**config.mk**
```make
export PLATFORM = sky130hd
export DESIGN_NAME = icache_flat
export DESIGN_NICKNAME = d
export VERILOG_FILES = /design/src/rtl/icache_pkg.sv /design/src/rtl/icache_if.sv /design/src/rtl/icache.sv /design/src/flat_wrapper.sv
export SDC_FILE = /design/constraint.sdc
export NUM_CORES = 1
export LEC_CHECK = 0
export CORE_ASPECT_RATIO = 1.5
export CORE_UTILIZATION = 45
export CTS_CLUSTER_SIZE = 24
export DETAILED_ROUTE_END_ITERATION = 6
export PLACE_DENSITY = 0.69
export SLEW_MARGIN = 5
export SYNTH_ARGS = -nofsm -noshare
export SYNTH_HDL_FRONTEND = slang
export SYNTH_SLANG_ARGS = --single-unit
```
**constraint.sdc**
```tcl
create_clock -name CLK -period 9.19 [get_ports CLK]
set_input_delay 1.3785 -clock CLK [delete_from_list [all_inputs] [get_ports CLK]]
set_output_delay 1.3785 -clock CLK [all_outputs]
set_load 0.1 [all_outputs]
```
**src/rtl/icache_pkg.sv**
```systemverilog
// icache_pkg: shared types and sizing for the direct-mapped instruction cache.
package icache_pkg;

  // Number of one-word frames; must stay a power of two.
  localparam int SETS  = 16;
  localparam int IDX_W = $clog2(SETS);
  localparam int TAG_W = 32 - 2 - IDX_W;

  // Fetch address as seen by the cache: tag | frame index | byte offset.
  typedef struct packed {
    logic [TAG_W-1:0] tag;
    logic [IDX_W-1:0] idx;
    logic [1:0]       bytoff;
  } icachef_t;

  // One cache frame: valid bit, stored tag, one instruction word.
  typedef struct packed {
    logic             valid;
    logic [TAG_W-1:0] tag;
    logic [31:0]      data;
  } icache_frame_t;

  typedef enum logic {
    IDLE  = 1'b0,
    FETCH = 1'b1
  } icache_state_t;

  // Rebuild the word-aligned memory address of a frame from its tag and index.
  function automatic logic [31:0] frame_addr(input logic [TAG_W-1:0] tag,
                                             input logic [IDX_W-1:0] idx);
    return {tag, idx, 2'b00};
  endfunction

endpackage

```
**src/rtl/icache_if.sv**
```systemverilog
// icache_if: fetch port (datapath side) and word-read port (memory side)
// of the instruction cache, bundled into one interface.
interface icache_if;

  // datapath <-> cache
  logic        imemREN;
  logic [31:0] imemaddr;
  logic        ihit;
  logic [31:0] imemload;

  // cache <-> memory controller
  logic        iREN;
  logic [31:0] iaddr;
  logic        iwait;
  logic [31:0] iload;

  // The cache itself: serves fetches, issues memory reads.
  modport slave (
    input  imemREN, imemaddr, iwait, iload,
    output ihit, imemload, iREN, iaddr
  );

  // The environment around the cache: datapath plus memory controller.
  modport master (
    output imemREN, imemaddr, iwait, iload,
    input  ihit, imemload, iREN, iaddr
  );

endinterface

```
**src/rtl/icache.sv**
```systemverilog
// icache: direct-mapped, one-word-block, read-only instruction cache.
// Hits answer in the same cycle; a miss stalls the fetch (ihit=0) while a
// single word is read from memory, then the word is served from the array
// in the following IDLE cycle.
module icache
  import icache_pkg::*;
(
  input logic    CLK,
  input logic    nRST,
  icache_if.slave cif
);

  icache_state_t    state_reg, state_next;
  icachef_t         req;
  icache_frame_t    lookup_frame;

  logic [TAG_W-1:0] miss_tag_reg;
  logic [IDX_W-1:0] miss_idx_reg;
  logic [SETS-1:0]  valid_reg;
  logic [TAG_W-1:0] tag_arr  [SETS];
  logic [31:0]      data_arr [SETS];

  logic [31:0]      hit_cnt;
  logic [31:0]      miss_cnt;

  logic             hit;
  logic             miss_start;
  logic             fill;
  logic             ihit_next;
  logic [31:0]      imemload_next;
  logic             iren_next;
  logic [31:0]      iaddr_next;

  // The byte offset and the statistics counters feed no logic.
  logic             unused_sink;
  assign unused_sink = ^{req.bytoff, hit_cnt, miss_cnt};

  assign req = icachef_t'(cif.imemaddr);

  // Frame addressed by the live fetch; the tag check needs it in the same
  // cycle, so the arrays are read asynchronously.
  always_comb begin
    lookup_frame       = '0;
    lookup_frame.valid = valid_reg[req.idx];
    lookup_frame.tag   = tag_arr[req.idx];
    lookup_frame.data  = data_arr[req.idx];
  end

  // Next-state and output decode; lookups happen only in IDLE, so a fill
  // and a lookup can never coincide.
  always_comb begin
    state_next    = state_reg;
    hit           = 1'b0;
    miss_start    = 1'b0;
    fill          = 1'b0;
    ihit_next     = 1'b0;
    imemload_next = '0;
    iren_next     = 1'b0;
    iaddr_next    = '0;
    case (state_reg)
      IDLE: begin
        if (cif.imemREN) begin
          if (lookup_frame.valid && (lookup_frame.tag == req.tag)) begin
            hit           = 1'b1;
            ihit_next     = 1'b1;
            imemload_next = lookup_frame.data;
          end else begin
            miss_start = 1'b1;
            state_next = FETCH;
          end
        end
      end
      FETCH: begin
        // Address comes from the miss latch so a redirect cannot corrupt
        // the outstanding read.
        iren_next  = 1'b1;
        iaddr_next = frame_addr(miss_tag_reg, miss_idx_reg);
        if (!cif.iwait) begin
          fill       = 1'b1;
          state_next = IDLE;
        end
      end
      default: state_next = IDLE;
    endcase
  end

  assign cif.ihit     = ihit_next;
  assign cif.imemload = imemload_next;
  assign cif.iREN     = iren_next;
  assign cif.iaddr    = iaddr_next;

  // State register; reset drops iREN at once because iREN decodes FETCH.
  always_ff @(posedge CLK or negedge nRST) begin
    if (!nRST) state_reg <= IDLE;
    else       state_reg <= state_next;
  end

  // Capture the missing tag/index when leaving IDLE for FETCH.
  always_ff @(posedge CLK or negedge nRST) begin
    if (!nRST) begin
      miss_tag_reg <= '0;
      miss_idx_reg <= '0;
    end else if (miss_start) begin
      miss_tag_reg <= req.tag;
      miss_idx_reg <= req.idx;
    end
  end

  // Per-frame valid bits: cleared by reset, set when their frame is filled.
  generate
    for (genvar gi = 0; gi < SETS; gi++) begin : g_valid
      // Valid flag of frame gi.
      always_ff @(posedge CLK or negedge nRST) begin
        if (!nRST)                                    valid_reg[gi] <= 1'b0;
        else if (fill && (miss_idx_reg == IDX_W'(gi))) valid_reg[gi] <= 1'b1;
      end
    end
  endgenerate

  // Tag and data storage: written on the fill edge, overwriting whatever the
  // frame held (read-only cache, nothing to write back). No reset needed.
  always_ff @(posedge CLK) begin
    if (fill) begin
      tag_arr[miss_idx_reg]  <= miss_tag_reg;
      data_arr[miss_idx_reg] <= cif.iload;
    end
  end

  // Hit/miss statistics for simulation visibility; wrap naturally at 2^32.
  always_ff @(posedge CLK or negedge nRST) begin
    if (!nRST) begin
      hit_cnt  <= '0;
      miss_cnt <= '0;
    end else begin
      if (hit)        hit_cnt  <= hit_cnt + 32'd1;
      if (miss_start) miss_cnt <= miss_cnt + 32'd1;
    end
  end

endmodule

```
**src/flat_wrapper.sv**
```systemverilog
// flat-port wrapper written by rule: the top's interface ports become plain ports
module icache_flat import icache_pkg::*;
  (CLK, nRST, cif_imemREN, cif_imemaddr, cif_iwait, cif_iload, cif_ihit, cif_imemload, cif_iREN, cif_iaddr);
  icache_if cif_i ();
  input logic CLK;
  input logic nRST;
  input wire logic [$bits(cif_i.imemREN)-1:0] cif_imemREN;
  input wire logic [$bits(cif_i.imemaddr)-1:0] cif_imemaddr;
  input wire logic [$bits(cif_i.iwait)-1:0] cif_iwait;
  input wire logic [$bits(cif_i.iload)-1:0] cif_iload;
  output wire logic [$bits(cif_i.ihit)-1:0] cif_ihit;
  output wire logic [$bits(cif_i.imemload)-1:0] cif_imemload;
  output wire logic [$bits(cif_i.iREN)-1:0] cif_iREN;
  output wire logic [$bits(cif_i.iaddr)-1:0] cif_iaddr;
  assign cif_i.imemREN = cif_imemREN;
  assign cif_i.imemaddr = cif_imemaddr;
  assign cif_i.iwait = cif_iwait;
  assign cif_i.iload = cif_iload;
  assign cif_ihit = cif_i.ihit;
  assign cif_imemload = cif_i.imemload;
  assign cif_iREN = cif_i.iREN;
  assign cif_iaddr = cif_i.iaddr;
  icache u_core (.CLK(CLK), .nRST(nRST), .cif(cif_i));
endmodule
```
==> results.sh, run 1 <==
export IMPL_netlist_instances=1659
export IMPL_maxCapViolations=0
export IMPL_critPathRequiredTime_ns=7.81
export IMPL_grt_max_degree=97
export IMPL_dp_hpwl_um=45000
export IMPL_power_density_nw_per_um2=227
export IMPL_synth_seq_cells=975
export IMPL_min_path_cells=1
export IMPL_reg2reg_depth=6
export IMPL_ys_flop_type="edfxtp_1"
export IMPL_cts_tree="done"
export IMPL_async_flop_share_pct=4.82
export IMPL_rsz0062_at_grt="no"
export IMPL_finalPower_mw=9.84
export IMPL_grt_pass1_vias=18400
export IMPL_timing_final_crit_share_pct=82.2
export IMPL_final_max_slew_viol_count=0
export IMPL_port_buffers=129
export IMPL_routed_wl_um=85700
export IMPL_post_synth_cell_area_avg_um2=22.9
export IMPL_status="complete, no violations"
export IMPL_grt_use_met1_pct=26.2
export IMPL_fillers=6465
export IMPL_grt_ovfl_total=0
export IMPL_ys_seq_area_share_pct=76.5
export IMPL_cp_end_kind="primary output"
export IMPL_min_period_ns=7.55
export IMPL_initial_utilization_pct=45.4
export IMPL_coreArea_um2=83600
export IMPL_antenna_left=0
export IMPL_htreeDepth=3
export IMPL_p_leak_nw=13.9
export IMPL_vias=17500
export IMPL_drt_iter0_drc=1725
export IMPL_clock_latency_ns=0.65
export IMPL_die_w_um=239
export IMPL_setup_violations_final=0
export IMPL_drc_errors=0
export IMPL_cts_num_sinks=975
export IMPL_synth_edf_count=928
export IMPL_post_cts_buffers=0
export IMPL_synth_cell_types=53
export IMPL_placed_cell_area_um2=40600
export IMPL_cts_inserted_buffers=85
export IMPL_hold_viol=0
export IMPL_antenna_found_initial=6
export IMPL_final_common_cell="edfxtp_1"
export IMPL_cts_reportedPaths_clkPinSlew_ns=0.06
export IMPL_seq_area_um2=29000
export IMPL_yosysWarnings=0
export IMPL_stdcell_count=3026
export IMPL_drt_pre_antenna_iters=5
export IMPL_tightest_slew_ns=1.11
export IMPL_syn_to_final_growth_pct=14.3
export IMPL_gp_congestion=0.730
export IMPL_wl_per_cell_um=28.3
export IMPL_drt_vias_per_instance=5.77
export IMPL_cts_max_path_buffers=3
export IMPL_relSlewSlack_pct=26.1
export IMPL_dp_cells=2869
export IMPL_crit_type="input pin to primary output"
export IMPL_critPathLaunchType="input pin"
export IMPL_cts_resized=0
export IMPL_die_h_um=358
export IMPL_multi_input_area_um2=8550
export IMPL_pin_count=134
export IMPL_top_usage_layer="met2"
export IMPL_grt_util_met2_pct=35.3
export IMPL_fmax_mhz=132
export IMPL_cts_hold_buffers_added=0
export IMPL_crit_fanout=64
export IMPL_drive_above_1_share_pct=27.6
export IMPL_hp_class="register to register"
export IMPL_grt_pass1_wl_um=124000
export IMPL_grtUsageTotal_pct=20.4
export IMPL_fp_row_count=130
export IMPL_netlist_area_um2=38000
export IMPL_stdcell_area_um2=43400
export IMPL_setup_tns_final_ns=0
export IMPL_fin_skew_ns=0.0180
export IMPL_mostFrequentLayoutCells="928 x edfxtp_1, 247 x mux4_2, 95 x clkdlybuf4s50_1, 85 x clkbuf_16, 73 x buf_4"
export IMPL_die_area_um2=85500
export IMPL_use_met3_pct=2.87
export IMPL_largest_register_ffs=512
export IMPL_n_antenna_cell=0
export IMPL_cts_root_buf="clkbuf_16"
export IMPL_ir_drop_mv=0.142
export IMPL_fin_nets=1902
export IMPL_arrival_ns=6.18
## cells in the mapped netlist, types with 6 or more instances
master      n  share of area, %
and2b_1    15              0.30
nand3_1     6             0.079
edfxtp_1  928                73
a22o_1      6              0.14
buf_4       7              0.14
buf_6       8              0.24
or2_2      16              0.26
mux4_2    247                15
a21oi_1     7             0.092
buf_2      33              0.44
and2_1     33              0.54
xnor2_1    22              0.51
xor2_1     11              0.25
a22oi_1    11              0.22
dfrtp_1    47               3.1
nand2_1    18              0.18
nor2_1     22              0.22
clkbuf_1   31              0.31
mux2i_1    64               1.7
mux2_4     29               1.1
nor2b_1    28              0.46
a221oi_1    7              0.16
## per-stage QoR
stage                     util, %  hold WS, ns  setup slack [ns]
after global placement       48.5        0.446              1.61
after CTS                    51.9        0.468              1.61
after global routing         51.9        0.473              1.46
after detailed placement     48.5        0.451              1.64
after floorplan                 -        0.434              2.49
final                        51.9        0.470              1.64
## metal layers
layer / up-vias / part of all wire, % / routed length [um]
met2: 588 / 52 / 44800
met4: 6 / 3.0 / 2610
li1: 7273 / - / -
met3: 141 / 5.1 / 4360
met5: - / 0.053 / 45
met1: 9442 / 40 / 33900
## power by group
group	total, mW	internal (mW)	leakage, nW	switching, mW
Combinational	0.871	0.339	3.65	0.532
Clock	3.66	2.08	1.37	1.58
Sequential	5.31	5.14	8.91	0.168
Total	9.84	7.56	13.9	2.28
## cells by family after synthesis
group / share of synthesized area [%]
AO/OA/AOI/OAI: 1.02
flip-flops: 76.5
XOR/XNOR: 0.761
buffers and inverters: 1.28
AND/OR/NAND/NOR: 2.51
multiplexers: 17.9
other: 0.00988
## critical path, stage by stage
cell	delay (ns)
buf_6	0.53
buf_4	0.55
mux4_2	0.57
mux2i_1	0.14
mux2i_1	0.10
xnor2_1	0.16
nand2_1	0.20
nor4_2	0.45
nand4b_1	0.18
buf_4	0.36
and2b_1	0.28
clkdlybuf4s50_1	1.13
## final cells by class
type                    instances  share of cell area [%]
clock inverters                52                    1.39
repair buffers                173                    3.57
clock buffers                 105                    5.14
inverters                       2                  0.0202
flip-flops and latches        975                    66.9
well taps                    1122                    3.24
multi-input cells             597                    19.7
## final timing paths
path	startpoint	endpoint	slack (ns)
min in group asynchronous	nRST	u_core.miss_tag_reg[25]	0.90
setup reg to reg	u_core.state_reg	u_core.data_arr[3][16]	5.63
hold / removal	u_core.valid_reg[5]	u_core.valid_reg[5]	0.47
setup / recovery	cif_imemaddr[3]	cif_imemload[20]	1.64
hold reg to reg	u_core.valid_reg[5]	u_core.valid_reg[5]	0.47
max in group asynchronous	nRST	u_core.miss_tag_reg[16]	7.75
Power figures use the tool's default switching activity.
==> run 2: changes to the inputs <==
--- a/config.mk
+++ b/config.mk
@@ -9,7 +9,7 @@
 export CORE_UTILIZATION = 45
 export CTS_CLUSTER_SIZE = 24
 export DETAILED_ROUTE_END_ITERATION = 6
-export PLACE_DENSITY = 0.69
+export PLACE_DENSITY = 0.71
 export SLEW_MARGIN = 5
 export SYNTH_ARGS = -nofsm -noshare
 export SYNTH_HDL_FRONTEND = slang
==> constraint.sdc (replaced) <==
create_clock -name CLK -period 6.5 [get_ports CLK]
set_input_delay 0.975 -clock CLK [delete_from_list [all_inputs] [get_ports CLK]]
set_output_delay 0.975 -clock CLK [all_outputs]
set_load 0.1 [all_outputs]
==> run 2 against run 1 <==
Register-to-register slack lost 2.5 ns. Clock-buffer cell count is 14 higher. First-iteration DRC count is 6.6% higher. Routed wire length grew 1.8%. Global-route usage up 0.38 points. Design area up 1.3%. Non-clock buffer count rose by 15. Total power grew 40%. Clock skew is 0.0046 ns higher. Critical endpoint is now cif_imemload[0]. Highest routed layer unchanged. Critical path depth unchanged.
==> results.sh, run 2 (synthesized netlist as in run 1, its figures left out) <==
export IMPL_status="complete, no violations"
export IMPL_gp_congestion=0.743
export IMPL_fp_row_count=130
export IMPL_syn_to_final_growth_pct=15.8
export IMPL_grt_util_met2_pct=36.4
export IMPL_min_period_ns=5.74
export IMPL_antenna_found_initial=3
export IMPL_cpMostUsedCell="buf_4"
export IMPL_crit_path_max_incr_delay_ns=0.62
export IMPL_grt_pass1_vias=18600
export IMPL_grt_pass1_wl_um=127000
export IMPL_cts_max_path_buffers=3
export IMPL_port_buffers=129
export IMPL_coreArea_um2=83600
export IMPL_arrival_ns=4.76
export IMPL_maxCapViolations=0
export IMPL_timing_final_crit_share_pct=88.3
export IMPL_dp_hpwl_um=48000
export IMPL_cts_hold_buffers_added=0
export IMPL_drc_errors=0
export IMPL_routed_wl_um=87200
export IMPL_die_area_um2=85500
export IMPL_fillers=6410
export IMPL_grt_ovfl_total=0
export IMPL_cts_inserted_buffers=89
export IMPL_relSlewSlack_pct=15.3
export IMPL_setup_violations_final=0
export IMPL_final_common_cell="edfxtp_1"
export IMPL_cts_tree="done"
export IMPL_cp_slowest_cell="buf_6"
export IMPL_fmax_mhz=174
export IMPL_drive_above_1_share_pct=28.3
export IMPL_ir_drop_mv=0.206
export IMPL_tightest_slew_ns=1.27
export IMPL_fin_nets=1921
export IMPL_crit_type="input pin to primary output"
export IMPL_vias=17800
export IMPL_rsz0062_at_grt="no"
export IMPL_antenna_left=0
export IMPL_setup_tns_final_ns=0
export IMPL_clock_latency_ns=0.65
export IMPL_die_h_um=358
export IMPL_cts_reportedPaths_clkPinSlew_ns=0.06
export IMPL_hp_class="register to register"
export IMPL_grt_max_degree=107
export IMPL_grt_use_met1_pct=27.0
export IMPL_crit_buf_inv=5
export IMPL_p_leak_nw=14.1
export IMPL_top_usage_layer="met2"
export IMPL_power_density_nw_per_um2=315
export IMPL_critPathLaunchType="input pin"
export IMPL_cts_resized=0
export IMPL_critPathRequiredTime_ns=5.52
export IMPL_pin_count=134
export IMPL_die_w_um=239
export IMPL_post_cts_buffers=0
export IMPL_cp_end_kind="primary output"
export IMPL_cts_root_buf="clkbuf_16"
export IMPL_initial_utilization_pct=45.4
export IMPL_drt_pre_antenna_iters=5
export IMPL_mostFrequentLayoutCells="928 x edfxtp_1, 247 x mux4_2, 92 x clkbuf_16, 91 x clkdlybuf4s50_1, 64 x mux2i_1"
export IMPL_drt_iter0_drc=1839
export IMPL_drt_vias_per_instance=5.83
export IMPL_final_max_slew_viol_count=0
export IMPL_final_util_pct=52.6
export IMPL_cts_num_sinks=975
export IMPL_largest_register_ffs=512
export IMPL_wl_per_cell_um=28.6
export IMPL_path_cells="buf_6, buf_4, mux4_1, a22o_1, a221oi_1, xnor2_1, nor4_2, nand4b_1, buf_4, nor2b_1, buf_4, buf_12"
export IMPL_use_met3_pct=2.71
export IMPL_crit_family="buffers and inverters"
export IMPL_crit_fanout=71
export IMPL_htreeDepth=3
export IMPL_grtUsageTotal_pct=20.8
export IMPL_hold_viol=0
export IMPL_fin_skew_ns=0.0225
==> run 2: changes by cell type in the layout (fill, tap and decap cells not counted), moves of 2 or more <==
cell | previous run | this run
buf_12 | 0 | 38
buf_4 | 73 | 54
bufinv_16 | 12 | 4
clkbuf_1 | 17 | 20
clkbuf_16 | 85 | 92
clkbuf_8 | 3 | 7
clkdlybuf4s50_1 | 95 | 91
clkinv_1 | 13 | 15
clkinv_2 | 13 | 16
clkinvlp_4 | 7 | 2
inv_6 | 5 | 1
nor3_2 | 4 | 2
nor3_4 | 0 | 2
==> run 2: worst paths after layout <==
kind,from,end,slack [ns],depth (start not counted)
worst max-delay path,cif_imemaddr[3],cif_imemload[0],0.76,12
worst min-delay path,u_core.valid_reg[3],u_core.valid_reg[3],0.47,1
worst max register to register,u_core.tag_arr[1][23],u_core.miss_idx_reg[1],3.16,9
worst min register to register,u_core.valid_reg[3],u_core.valid_reg[3],0.47,1
max in group asynchronous,nRST,u_core.state_reg,5.48,2
min in group asynchronous,nRST,u_core.miss_tag_reg[10],0.49,2
==> run 2: stage by stage <==
step                setup WS [ns]  instances  hold slack, ns  area (um2)  power [mW]
global placement            0.819       2884           0.446       41200        8.85
CTS                         0.767       3045           0.466       44000        13.9
floorplan                   0.640       1660           0.434       38000        8.41
global route                0.594       3046           0.483       44000        14.2
detailed placement          0.776       2884           0.453       41200        8.91
finish                      0.764       3046           0.468       44000        13.8
==> run 2: metal layers <==
| layer | share of wire (%) | up-vias |
|---|---|---|
| met3 | 6.2 | 125 |
| met2 | 54 | 740 |
| li1 | - | 7324 |
| met4 | 2.2 | 2 |
| met1 | 38 | 9560 |
| met5 | 0.015 | - |
==> run 2: layout make-up <==
type | count | area, um2 | area share (%)
multi-input cells | 597 | 8570 | 19.5
repair buffers | 188 | 2130 | 4.84
well taps | 1122 | 1400 | 3.19
clock buffers | 119 | 2470 | 5.63
flip-flops and latches | 975 | 29000 | 66.1
inverters | 2 | 8.76 | 0.0199
diodes | 1 | 2.50 | 0.00569
clock inverters | 42 | 329 | 0.749
==> run 2: power breakdown <==
group          switching (mW)  total (mW)  internal (mW)  leakage (nW)
Combinational           0.755        1.24          0.487          3.85
Clock                    2.23        5.06           2.84          1.38
Sequential              0.256        7.52           7.27          8.91
Total                    3.24        13.8           10.6          14.1
